`src/rtl/core_sequencer.sv`:
```
// Multi-cycle instruction sequencer: IDLE -> FETCH -> DECODE -> EXEC -> WB.
// Optional fetch timeout into a sticky FAULT state, enabled by SEQ_FETCH_TIMEOUT_EN.
module core_sequencer #(
  parameter int unsigned FETCH_TIMEOUT = 16
) (
  input  logic        clk,
  input  logic        rst,
  input  logic        start,
  input  logic        halt,
  input  logic        imem_valid,
  input  logic [2:0]  inst_type,
  input  logic [2:0]  wr_en,
  input  logic [1:0]  pc_jmp,
  input  logic        alu_eq,
  output logic        imem_req,
  output logic        ir_load,
  output logic        rf_wr,
  output logic [1:0]  wb_sel,
  output logic        pc_load,
  output logic        pc_sel,
  output logic [2:0]  state,
  output logic [31:0] retire_cnt,
  output logic        fault
);

  typedef enum logic [2:0] {
    StIdle   = 3'd0,
    StFetch  = 3'd1,
    StDecode = 3'd2,
    StExec   = 3'd3,
    StWb     = 3'd4,
    StFault  = 3'd5
  } state_e;

  localparam logic [2:0] InstB = 3'd2;

  state_e      state_q, state_d;
  logic        halt_q, halt_d;
  logic        taken_q, taken_d;
  logic [31:0] retire_q;
  logic        tmo_hit;

`ifdef SEQ_FETCH_TIMEOUT_EN
  logic [7:0] tmo_q, tmo_d;

  // Counter is held at zero outside FETCH, so every FETCH entry starts from zero.
  always_comb begin
    tmo_d = 8'd0;
    if (state_q == StFetch) begin
      tmo_d = imem_valid ? tmo_q : tmo_q + 8'd1;
    end
  end

  assign tmo_hit = (state_q == StFetch) && !imem_valid &&
                   (({24'd0, tmo_q} + 32'd1) == FETCH_TIMEOUT);
  assign fault   = (state_q == StFault);

  // Fetch wait counter register.
  always_ff @(posedge clk) begin
    if (rst) tmo_q <= 8'd0;
    else     tmo_q <= tmo_d;
  end
`else
  logic unused_timeout;
  assign unused_timeout = ^FETCH_TIMEOUT;
  assign tmo_hit        = 1'b0;
  assign fault          = 1'b0;
`endif

  // Next-state, halt latch, branch decision and per-state strobes.
  always_comb begin
    state_d  = state_q;
    halt_d   = halt_q;
    taken_d  = taken_q;
    imem_req = 1'b0;
    ir_load  = 1'b0;
    rf_wr    = 1'b0;
    wb_sel   = 2'd0;
    pc_load  = 1'b0;
    pc_sel   = 1'b0;
    unique case (state_q)
      StIdle: begin
        halt_d = 1'b0;
        if (start && !halt) state_d = StFetch;
      end
      StFetch: begin
        imem_req = 1'b1;
        halt_d   = halt_q | halt;
        if (imem_valid) begin
          ir_load = 1'b1;
          state_d = StDecode;
        end else if (tmo_hit) begin
          state_d = StFault;
        end
      end
      StDecode: begin
        halt_d  = halt_q | halt;
        state_d = StExec;
      end
      StExec: begin
        halt_d  = halt_q | halt;
        taken_d = (pc_jmp == 2'd3) || ((pc_jmp == 2'd1) && alu_eq) ||
                  ((pc_jmp == 2'd2) && !alu_eq);
        state_d = StWb;
      end
      StWb: begin
        // A WB coincident with reset must not commit anything.
        pc_load = !rst;
        pc_sel  = taken_q;
        rf_wr   = !rst && (wr_en != 3'd0) && (inst_type != InstB);
        if (wr_en[0])               wb_sel = 2'd0;
        else if (wr_en[2:1] == 2'd2) wb_sel = 2'd1;
        else if (wr_en[2:1] == 2'd3) wb_sel = 2'd2;
        halt_d  = 1'b0;
        state_d = (halt_q || halt) ? StIdle : StFetch;
      end
      StFault: begin
        state_d = StFault;
      end
      default: begin
        state_d = StIdle;
      end
    endcase
  end

  // State, halt latch, taken flag and retire counter registers.
  always_ff @(posedge clk) begin
    if (rst) begin
      state_q  <= StIdle;
      halt_q   <= 1'b0;
      taken_q  <= 1'b0;
      retire_q <= 32'd0;
    end else begin
      state_q <= state_d;
      halt_q  <= halt_d;
      taken_q <= taken_d;
      if (state_q == StWb) retire_q <= retire_q + 32'd1;
    end
  end

  assign state      = state_q;
  assign retire_cnt = retire_q;

endmodule

```
`config.mk`:
```
export PLATFORM = sky130hd
export DESIGN_NAME = core_sequencer
export DESIGN_NICKNAME = d
export VERILOG_FILES = /design/src/rtl/core_sequencer.sv
export SDC_FILE = /design/constraint.sdc
export NUM_CORES = 1
export LEC_CHECK = 0
export CAP_MARGIN = 10
export CELL_PAD_IN_SITES_DETAIL_PLACEMENT = 1
export CELL_PAD_IN_SITES_GLOBAL_PLACEMENT = 1
export CORE_UTILIZATION = 37
export DETAILED_ROUTE_END_ITERATION = 10
export PLACE_DENSITY_LB_ADDON = 0.1
export SLEW_MARGIN = 20
export SYNTH_ARGS = -nofsm -noshare
export SYNTH_HDL_FRONTEND = slang
export SYNTH_SLANG_ARGS = --single-unit
```
`constraint.sdc`:
```
create_clock -name clk -period 3.7 [get_ports clk]
set_input_delay 0.37 -clock clk [delete_from_list [all_inputs] [get_ports clk]]
set_output_delay 0.37 -clock clk [all_outputs]
set_load 0.02 [all_outputs]
```
; Word-level counts from Yosys, hierarchy flattened
; Cells that the tools add are included.
[word_totals]
ff_bits = 37
inputBits = 14
elab_cells = 51
[op_classes]
add_sub_neg = 1
n_eq_ne = 13
muxes = 15
bitwise_logic = 1
n_reduce_logical = 17
[op_table]
columns = op, n
row1 = $add A32 B1 Y32 const B, 1
row2 = $pmux W3 S6, 1
row3 = $eq A2 B2 Y1 const B, 4
row4 = $mux W2, 4
row5 = $mux W1, 7
row6 = $eq A3 B2 Y1 const B, 2
row7 = $eq A3 B3 Y1 const B, 2
row8 = $mux W3, 2
row9 = $logic_and A1 B1 Y1, 5
row10 = $ne A2 B2 Y1 const B, 2
row11 = $eq A3 B1 Y1 const B, 1
row12 = $logic_not A1 Y1, 3
row13 = $logic_not A3 Y1, 1
row14 = $logic_or A1 B1 Y1, 3
row15 = $ne A3 B2 Y1 const B, 1
row16 = $reduce_bool A3 Y1, 1
row17 = $reduce_or A3 Y1, 1
row18 = $eq A2 B1 Y1 const B, 1
row19 = $pmux W1 S2, 1
row20 = $reduce_and A2 Y1, 1
row21 = $reduce_bool A2 Y1, 1
row22 = $reduce_or A2 Y1, 1
row23 = $or A1 B1 Y1, 1

; Depth between registers and ports, before layout
; Gate-level depths: netlist of run 1.
[depth]
word_depth = 5
ltp_mapped = 7
mapped_depth_nobuf = 5

; Worst setup path after synthesis of run 1
; Ideal clock, no wire load.
[synth_path]
path_type = reg-to-reg
start = reg state_q[0], in the netlist state[0]
end = reg retire_q[29], in the netlist retire_cnt[29]
setup_time_ps = 121
t_arrival_ps = 2135
required_ps = 3579
setup_slack_ps = 1444
path_stages_with_launch = 8
path_buffers = 3
cell_sequence = dfxtp_1 buf_6 nand4bb_4 buf_6 or4_4 buf_6 nor4_1 mux2_2
[synth_between]
elab_chain_cells = 1
[synth_rtl]
columns = item, line
row1 = from (decl), 37  ; state_e state_q, state_d;
row2 = from (signal assigned), 129  ; state_q <= StIdle;
row3 = from (signal assigned), 134  ; state_q <= state_d;
row4 = $eq A3 B3 Y1, 137  ; if (state_q == StWb) retire_q <= retire_q + 32'd1;
row5 = to (signal assigned), 137
row6 = to (decl), 40  ; logic [31:0] retire_q;
; No other way between the ends.
; A chain may end at the register's enable or synchronous reset.

; Worst setup path in the final report of run 1
[layout_path]
start = reg state_q[2], in the netlist state[2]
end = out wb_sel[1]
[layout_between]
elab_chain_cells = 2
[layout_rtl]
columns = item, line
row1 = $eq A3 B3 Y1, 81  ; unique case (state_q)
row2 = $mux W2, 81
row3 = to (decl), 18  ; output logic [1:0] wb_sel,
; No other way between the ends.

==> reports/qor.yml, run 1 <==
cts:
  cts_setup_buffers: 0
  clk_path_buf_depth: 2
  htree_num_levels: 2
  cts_sinks: 37
  clk_pin_slew_ps: 70
  cts-root-buf: "clkbuf_8"
  cts_tree: "yes"
  numCtsBuffers: 5
  clock_insertion_delay_worst_skew_ps: 280
  post_cts_resized: 0
  postCtsHoldBufs: 0
worst_setup_path:
  arrival_ps: 2360
  cp-start-kind: "register"
  reg2reg_to: "retire_cnt[29]$_SDFFE_PP0N_"
  path_class: "reg -> out"
  reg2reg_depth: 4
  cpPeakStageDelay_ps: 600
  rrSetupSlack_ps: 1320
  worstReg2RegStart: "state[2]$_SDFFE_PP0P_"
  cp.required_ps: 3330
  cp_num_buf_inv: 1
  slowest_stage: "dfxtp_1"
  crit_family: "simple AND/OR/NAND/NOR gates"
  path_max_fanout: 12
  crit_chain: "nor3b_1 > and4b_1 > clkdlybuf4s50_1"
  critPathCaptureType: "output pin"
worst_hold_path:
  hold_path.class: "reg -> reg"
  worstHoldStart: "taken_q$_SDFFE_PP0P_"
  hold_path_depth: 2
  hold_end: "taken_q$_SDFFE_PP0P_"
power:
  power_uw: 751
  powerDensity_nw_per_um2: 291
  peakVddDrop_uv: 177
  p_leak_uw: 0.000821
finish:
  utilization_pct: 52.8
  diodes: 0
  final_nets: 294
  final_area_sq_um: 2580
  synthToLayoutAreaGrowth_pct: 33.4
  fillers: 597
  post_route_cells_drive_above_1_share_pct: 6.45
logic_synthesis:
  ys_seq_elements: 37
  async_reset_ff_share_pct: 0
  ys_warn_count: 0
  syn_area_per_cell_sq_um: 8.36
  synthCells: 231
  yosysSeqAreaShare_pct: 38.3
  synth_flop_cell: "dfxtp_1"
  synth_cell_type_count: 38
  postSynthNetCount: 246
  synth-edff-count: 0
  syn_area_sq_um: 1930
placement:
  dpl-instance-area_sq_um: 2490
  place_hpwl_mm: 3.60
  port_buffers: 55
  gp_congestion: 0.768
outcome:
  status: "complete, no violations"
floorplan:
  die_height_um: 74.3
  die_w_um: 74.3
  dieArea_sq_um: 5510
  rows: 25
  core_sq_um: 4880
  io_pins: 57
  initial_core_util_pct: 39.6
routing:
  drtIter0Drc: 68
  firstDrtPassIters: 4
  drt-vias-per-instance: 5.39
  postRouteAntennaNets: 0
  wl_per_cell_um: 14.2
  drc: 0
  finalWirelength_mm: 4.91
  vias: 1864
timing:
  tightest_slew_ps: 624
  rsz0062_at_grt: "false"
  fmax_mhz: 366
  slew_headroom_pct: 58.3
  skew_ps: 5.33
  timing.setup.tns_ps: 0
  setup_viol: 0
  min_period_ps: 2730
  drv_slew: 0
  finalHoldWorstSlack_ps: 503
  period_share_pct: 73.9
  hold_viol_final: 0
global_routing:
  grt.overflow.total: 0
  grt_pass1_vias: 1864
  grt_pass1_wl_mm: 8.47
  grt.total_usage_pct: 19.7
  grt_start_max_net_pins: 46
  grt_antenna_before_repair: 0
job:
  drv_cap: 0
cells in the mapped netlist, drive strengths merged (7+ instances only):
library cell	count	area [sq um]
or4	14	109
nand2	17	63.8
nor2	23	86.3
o31ai	8	60.1
nor2b	8	50.1
or3	7	43.8
o21ai	8	40.0
dfxtp	37	741
clkbuf	9	33.8
nand3	9	45.0
nand4	9	56.3
a21oi	17	85.1
worst reg2reg max path, cell delays in order (launching register included):
cell and delay (ps):
dfxtp_1 600, nand4bb_4 200, or4_4 710, nor4_1 380, mux2_2 380
cells by family after synthesis:
logic type	share of synthesized area, %
flip-flops	38.3
XOR/XNOR	4.99
multiplexers	4.53
other	0.194
AND/OR/NAND/NOR	34.9
AO/OA/AOI/OAI	10.9
buffers and inverters	5.44
adder cells (fa/ha/maj)	0.648
routing by layer:
metal | GRT usage [%] | vias up | share of wire, %
met5 | 0 | - | 0
met4 | 4.82 | 0 | 0.90
met3 | 4.20 | 5 | 3.9
met2 | 33.4 | 41 | 48
met1 | 25.4 | 885 | 47
li1 | - | 933 | -
worst max path at each step:
stage	cells past startpoint	from	slack [ps]	endpoint
5_1_grt	3	state[2]$_SDFFE_PP0P_	750	wb_sel[1]
4_1_cts	3	state[2]$_SDFFE_PP0P_	930	wb_sel[1]
3_5_place_dp	3	state[2]$_SDFFE_PP0P_	1270	wb_sel[1]
6_report	3	state[2]$_SDFFE_PP0P_	970	wb_sel[1]
3_3_place_gp	3	state[2]$_SDFFE_PP0P_	1340	wb_sel[1]
2_1_floorplan	7	state[0]$_SDFFE_PP0P_	1440	retire_cnt[29]$_SDFFE_PP0N_
report_power, final:
part	leakage (uW)	internal (uW)	total (uW)	switching (uW)
clock	0.0000443	148	284	136
sequential	0.000298	401	409	7.41
combinational	0.000478	31.2	58.0	26.8
layout make-up:
class | instances | area (sq um) | area share, %
clock buffers | 7 | 86.3 | 3.35
repair buffers | 56 | 558 | 21.7
well taps | 67 | 83.8 | 3.25
inverters | 6 | 22.5 | 0.874
multi-input cells | 173 | 1090 | 42.1
flip-flops and latches | 37 | 741 | 28.7
cells in the final DEF (no fill, tap or decap), types with 3 or more instances in the layout:
master / Yosys / routed
dfxtp_1: 37 / 37
o21ai_0: 8 / 8
xnor2_1: 6 / 6
and3_1: 3 / 3
nor2_1: 23 / 23
inv_1: 6 / 6
or4_1: 13 / 13
nor3b_1: 3 / 3
nand3_1: 9 / 9
mux2_2: 6 / 6
nor4_1: 5 / 5
nand4_1: 9 / 9
nand2_1: 17 / 17
clkbuf_8: 0 / 6
nor2b_1: 8 / 8
a21oi_1: 17 / 17
or3_1: 7 / 7
xor2_1: 5 / 5
clkdlybuf4s50_1: 0 / 55
nor3_1: 6 / 6
and4_1: 3 / 3
o31ai_1: 8 / 8
sequential cells by signal (all words and copies together) (netlist names):
signal,count
retire_cnt,32
state,3
halt_q,1
taken_q,1
stage by stage:
step / std cells / worst slack [ps]
after detailed placement: 339 / 1270
after global placement: 339 / 1340
after CTS: 346 / 933
after global routing: 346 / 752
after floorplan: 231 / 1440
final: 346 / 965
Note: power is estimated with default switching activity, not from simulation.
==> run 2: changes to the inputs <==
Settings changed: CORE_UTILIZATION 37 to 31.
Clock period 3.7 ns to 2.5 ns, I/O delays scaled along.
==> run 2 against run 1 <==
Setup slack worse by 740 ps. Critical endpoint unchanged. Largest cell class unchanged. Highest routed layer unchanged. Clock skew grew 4.4 ps. Power increased by 50%. Largest power group unchanged.
==> reports/qor.yml, run 2 (same netlist as run 1, synthesis figures left out) <==
worst_hold_path:
  hold_path_depth: 2  # unchanged
  worstHoldStart: "retire_cnt[1]$_SDFFE_PP0N_"
  hold_end: "retire_cnt[1]$_SDFFE_PP0N_"
  hold_path.class: "reg -> reg"
routing:
  drc: 0  # unchanged
  finalWirelength_mm: 5.26  # +7.1%
  vias: 1861  # -0.16%
  firstDrtPassIters: 4  # unchanged
  postRouteAntennaNets: 0  # unchanged
  drt-vias-per-instance: 5.18  # -3.8%
  drtIter0Drc: 59  # -13%
  wl_per_cell_um: 14.6  # +3.2%
cts:
  clock_insertion_delay_worst_skew_ps: 290  # about the same
  cts_sinks: 37  # unchanged
  post_cts_resized: 0  # unchanged
  cts_setup_buffers: 0  # unchanged
  numCtsBuffers: 5  # unchanged
  clk_pin_slew_ps: 70  # about the same
  postCtsHoldBufs: 0  # unchanged
  clk_path_buf_depth: 2  # unchanged
  htree_num_levels: 2  # unchanged
  cts-root-buf: "clkbuf_8"
  cts_tree: "yes"
worst_setup_path:
  cp.required_ps: 2250  # -1080 ps
  crit_chain: "buf_4 > nor3b_1 > buf_4 > and4b_1 > clkdlybuf4s50_1"
  rrSetupSlack_ps: 320  # -1000 ps
  reg2reg_to: "retire_cnt[26]$_SDFFE_PP0N_"
  cp-start-kind: "register"
  critPathCaptureType: "output pin"
  path_class: "reg -> out"
  arrival_ps: 2020  # -340 ps
  worstReg2RegStart: "retire_cnt[15]$_SDFFE_PP0N_"
  slowest_stage: "clkdlybuf4s50_1"
  reg2reg_depth: 4  # unchanged
  path_max_fanout: 10  # -2
  cpPeakStageDelay_ps: 610  # about the same
  crit_top_cell: "buf_4"
timing:
  rsz0062_at_grt: "false"
  skew_ps: 9.68  # +4.36 ps
  setup_viol: 0  # unchanged
  fmax_mhz: 440
  hold_viol_final: 0  # unchanged
  timing.setup.tns_ps: 0  # unchanged
  finalHoldWorstSlack_ps: 501  # -2.40 ps
  min_period_ps: 2270
  drv_slew: 0  # unchanged
  period_share_pct: 90.9
finish:
  largest_reg_flops: 32  # unchanged
  seqCellArea_sq_um: 741  # unchanged
  final_area_sq_um: 2630  # +1.8%
  final_nets: 299  # +1.7%
  synthToLayoutAreaGrowth_pct: 35.9
  fillers: 723  # +21%
  final_common_cell: "clkdlybuf4s50_1"
  multi_input_area_sq_um: 1090  # unchanged
  final_cell_mix: "clkdlybuf4s50_1 (55), dfxtp_1 (37), nor2_1 (23)"
  diodes: 0  # unchanged
  post_route_cells_drive_above_1_share_pct: 8.10  # +1.6 points
global_routing:
  grt.total_usage_pct: 17.0  # -2.7 points
  grt_pass1_wl_mm: 8.52  # +0.65%
  grt_start_max_net_pins: 45  # -2.2%
  grt_antenna_before_repair: 0  # unchanged
  grt_pass1_vias: 1743  # -6.5%
  grt.overflow.total: 0  # unchanged
floorplan:
  core_sq_um: 5960  # +22%
  die_height_um: 80.9  # +9.0%
  die_w_um: 80.9  # +9.0%
  dieArea_sq_um: 6550  # +19%
  initial_core_util_pct: 32.4  # -7.2 points
  io_pins: 57  # unchanged
  rows: 28  # +12%
power:
  p_leak_uw: 0.000847  # +3.3%
  peakVddDrop_uv: 198  # +12%
  powerDensity_nw_per_um2: 429  # +47%
  power_uw: 1130  # +50%
placement:
  port_buffers: 55  # unchanged
  place_hpwl_mm: 3.81  # +5.7%
  dpl-instance-area_sq_um: 2540  # +1.9%
  gp_congestion: 0.705  # -8.2%
outcome:
  status: "complete, no violations"
job:
  drv_cap: 0  # unchanged
[run 2: changes by cell type in the layout (fill, tap and decap cells not counted)]
cell   previous run  this run
buf_4             1         6
[run 2: worst max-delay path, delay by kind of cell (launching register included)]
family | cells | cell delay [ps]
buf+inv | 3 | 980
flops | 1 | 390
simple gates | 2 | 370
[run 2: stage by stage]
stage | worst slack (ps) | cells | utilization [%]
2_1_floorplan | 244 | 231 | -
3_3_place_gp | 338 | 352 | 42.6
3_5_place_dp | 335 | 352 | 42.6
4_1_cts | 200 | 359 | 44.1
5_1_grt | 147 | 359 | 44.1
6_report | 227 | 359 | 44.1
[run 2: worst max-delay path by stage]
stage | slack [ps] | to | start
after global routing | 150 | wb_sel[1] | state[2]$_SDFFE_PP0P_
after CTS | 200 | wb_sel[1] | state[2]$_SDFFE_PP0P_
after floorplan | 240 | retire_cnt[29]$_SDFFE_PP0N_ | state[0]$_SDFFE_PP0P_
after global placement | 340 | retire_cnt[26]$_SDFFE_PP0N_ | retire_cnt[13]$_SDFFE_PP0N_
after detailed placement | 340 | retire_cnt[26]$_SDFFE_PP0N_ | retire_cnt[15]$_SDFFE_PP0N_
final | 230 | wb_sel[1] | state[2]$_SDFFE_PP0P_
[run 2: metal layers]
layer / part of all wire [%] / GRT usage, %
met1: 49 / 22.0
met2: 46 / 27.7
met3: 4.6 / 4.49
met4: 0.74 / 4.29
met5: 0 / 0
[run 2: layout make-up]
cell class / instances / share of cell area, %
clock buffers: 7 / 3.29
inverters: 6 / 0.858
multi-input cells: 173 / 41.4
flip-flops and latches: 37 / 28.2
well taps: 75 / 3.57
repair buffers: 61 / 22.7
[run 2: where the power goes]
part | internal [uW] | leakage (uW) | switching (uW)
sequential | 594 | 0.000298 | 2.73
combinational | 50.5 | 0.000505 | 49.2
clock | 219 | 0.0000443 | 210
total | 863 | 0.000847 | 262
==> run 3: changes to the inputs <==
Settings changed: ABC_AREA set to 0, MAX_ROUTING_LAYER set to met4, PLACE_DENSITY set to 0.75, PLACE_DENSITY_LB_ADDON 0.1 to unset.
==> run 3 against run 2 <==
Count of clock-buffer cells in the layout unchanged. Clock power about the same. Cell area decreased by 0.29%. Clock skew decreased by 1.8 ps. Sequential share of layout area increased by 0.081 points. Core utilization decreased by 0.13 points. Critical path depth decreased by 1. Wire length decreased by 0.89%. Setup slack got worse by 2.7 ps. Register-to-register slack improved by 30 ps. Die area unchanged. Hold slack improved by 12 ps. Critical path type unchanged. Largest cell class unchanged.
==> reports/qor.yml, run 3 (same netlist as run 1, synthesis figures left out) <==
placement:
  place_hpwl_mm: 3.80  # -0.34%
  gp_congestion: 0.762  # +8.2%
  port_buffers: 55  # unchanged
  dpl-instance-area_sq_um: 2530  # -0.30%
outcome:
  status: "complete, no violations"
worst_setup_path:
  crit_path_end: "wb_sel[1]"
  cp-startpoint: "state[2]$_SDFFE_PP0P_"
  critPathCaptureType: "output pin"
  path_max_fanout: 11  # +1
  cp.required_ps: 2250  # about the same
  path_class: "reg -> out"
  reg2reg_depth: 5  # +1
  worstReg2RegStart: "state[2]$_SDFFE_PP0P_"
  reg2reg_to: "retire_cnt[22]$_SDFFE_PP0N_"
  cp-start-kind: "register"
  rrSetupSlack_ps: 350  # +30 ps
  arrival_ps: 2030  # about the same
floorplan:
  die_height_um: 80.9  # unchanged
  initial_core_util_pct: 32.4  # unchanged
  core_sq_um: 5960  # unchanged
  die_w_um: 80.9  # unchanged
  io_pins: 57  # unchanged
  rows: 28  # unchanged
  dieArea_sq_um: 6550  # unchanged
cts:
  htree_num_levels: 2  # unchanged
  clock_insertion_delay_worst_skew_ps: 290  # about the same
  cts_setup_buffers: 0  # unchanged
  cts-root-buf: "clkbuf_8"
  numCtsBuffers: 5  # unchanged
  clk_pin_slew_ps: 70  # about the same
  clk_path_buf_depth: 2  # unchanged
  cts_sinks: 37  # unchanged
  cts_tree: "yes"
  post_cts_resized: 0  # unchanged
  postCtsHoldBufs: 0  # unchanged
job:
  drv_cap: 0  # unchanged
routing:
  postRouteAntennaNets: 0  # unchanged
  wl_per_cell_um: 14.6  # -0.62%
  wl_met1_mm: 2.43  # -5.1%
  routed-wl-met3_um: 225  # -7.0%
  drt-vias-per-instance: 5.27  # +1.7%
  vias: 1888  # +1.5%
  dr.max_layer_used: "met4"
  firstDrtPassIters: 4  # unchanged
  drtIter0Drc: 94  # +59%
  finalWirelength_mm: 5.21  # -0.89%
  route.met2.wl_mm: 2.49  # +3.2%
  drc: 0  # unchanged
timing:
  slew_headroom_pct: 64.2
  setup_viol: 0  # unchanged
  fmax_mhz: 440  # -0.12%
  hold_viol_final: 0  # unchanged
  drv_slew: 0  # unchanged
  timing.setup.tns_ps: 0  # unchanged
  min_period_ps: 2280  # +2.74 ps
  skew_ps: 7.89  # -1.79 ps
  rsz0062_at_grt: "false"
  period_share_pct: 91.0  # +0.11 points
  tightest_slew_ps: 530
finish:
  final_common_cell: "clkdlybuf4s50_1"
  utilization_pct: 43.9  # -0.13 points
  synthToLayoutAreaGrowth_pct: 35.5
  post_route_cells_drive_above_1_share_pct: 7.77  # -0.32 points
  final_area_sq_um: 2620  # -0.29%
  diodes: 0  # unchanged
  final_cell_mix: "clkdlybuf4s50_1 (55), dfxtp_1 (37), nor2_1 (23)"
  final_nets: 298  # -0.33%
  largest_reg_flops: 32  # unchanged
global_routing:
  grt.total_usage_pct: 17.7  # +0.71 points
  grt_pass1_wl_mm: 8.74  # +2.6%
  grt_start_max_net_pins: 46  # +2.2%
  grt_antenna_before_repair: 0  # unchanged
  grt_pass1_vias: 1903  # +9.2%
  grt.overflow.total: 0  # unchanged
worst_hold_path:
  hold_path.class: "reg -> reg"
  worstHoldStart: "halt_q$_SDFFE_PP0P_"
power:
  powerDensity_nw_per_um2: 430  # +0.34%
  p_leak_uw: 0.000842  # -0.64%
  peakVddDrop_uv: 190  # -3.9%
[run 3: cell types whose count changed in the layout (fill, tap and decap cells not counted)]
| cell | delta |
|---|---|
| buf_4 | -1 |
[run 3: where the power goes]
group,internal (uW),leakage [uW],switching [uW]
logic,50.5,0.000499,48.2
clock network,219,0.0000443,212
registers,594,0.000298,2.93
[run 3: final cells by class]
| class | instances | area (sq um) |
|---|---|---|
| Sequential cell | 37 | 741 |
| Inverter | 6 | 22.5 |
| Timing Repair Buffer | 60 | 588 |
| Tap cell | 75 | 93.8 |
| Fill cell | 711 | 3340 |
| Multi-Input combinational cell | 173 | 1090 |
| Clock buffer | 7 | 86.3 |
[run 3: stage by stage]
step	total power, uW	setup slack, ps	hold WS, ps	std cells
detailed placement	710	337	511	351
global route	1170	32.3	533	358
CTS	1130	174	521	358
finish	1130	225	513	358
global placement	709	374	487	351
floorplan	666	244	441	231
[run 3: worst min path at each step]
stage	depth (start not counted)	endpoint	slack, ps
CTS	2	halt_q$_SDFFE_PP0P_	520
detailed placement	2	halt_q$_SDFFE_PP0P_	510
global placement	2	retire_cnt[1]$_SDFFE_PP0N_	490
finish	2	halt_q$_SDFFE_PP0P_	510
global route	2	halt_q$_SDFFE_PP0P_	530
floorplan	2	halt_q$_SDFFE_PP0P_	440
[run 3: worst max-delay path, stage by stage (launching register included)]
cell and delay, ps:
dfxtp_1 380, buf_4 200, nor3b_1 320, and4b_1 240, clkdlybuf4s50_1 610
[run 3: routing by layer]
layer  vias up  GRT usage [%]
li1        942              -
met3         9           4.04
met1       893           20.6
met2        44           30.3
met4         0           4.82
met5         -              -
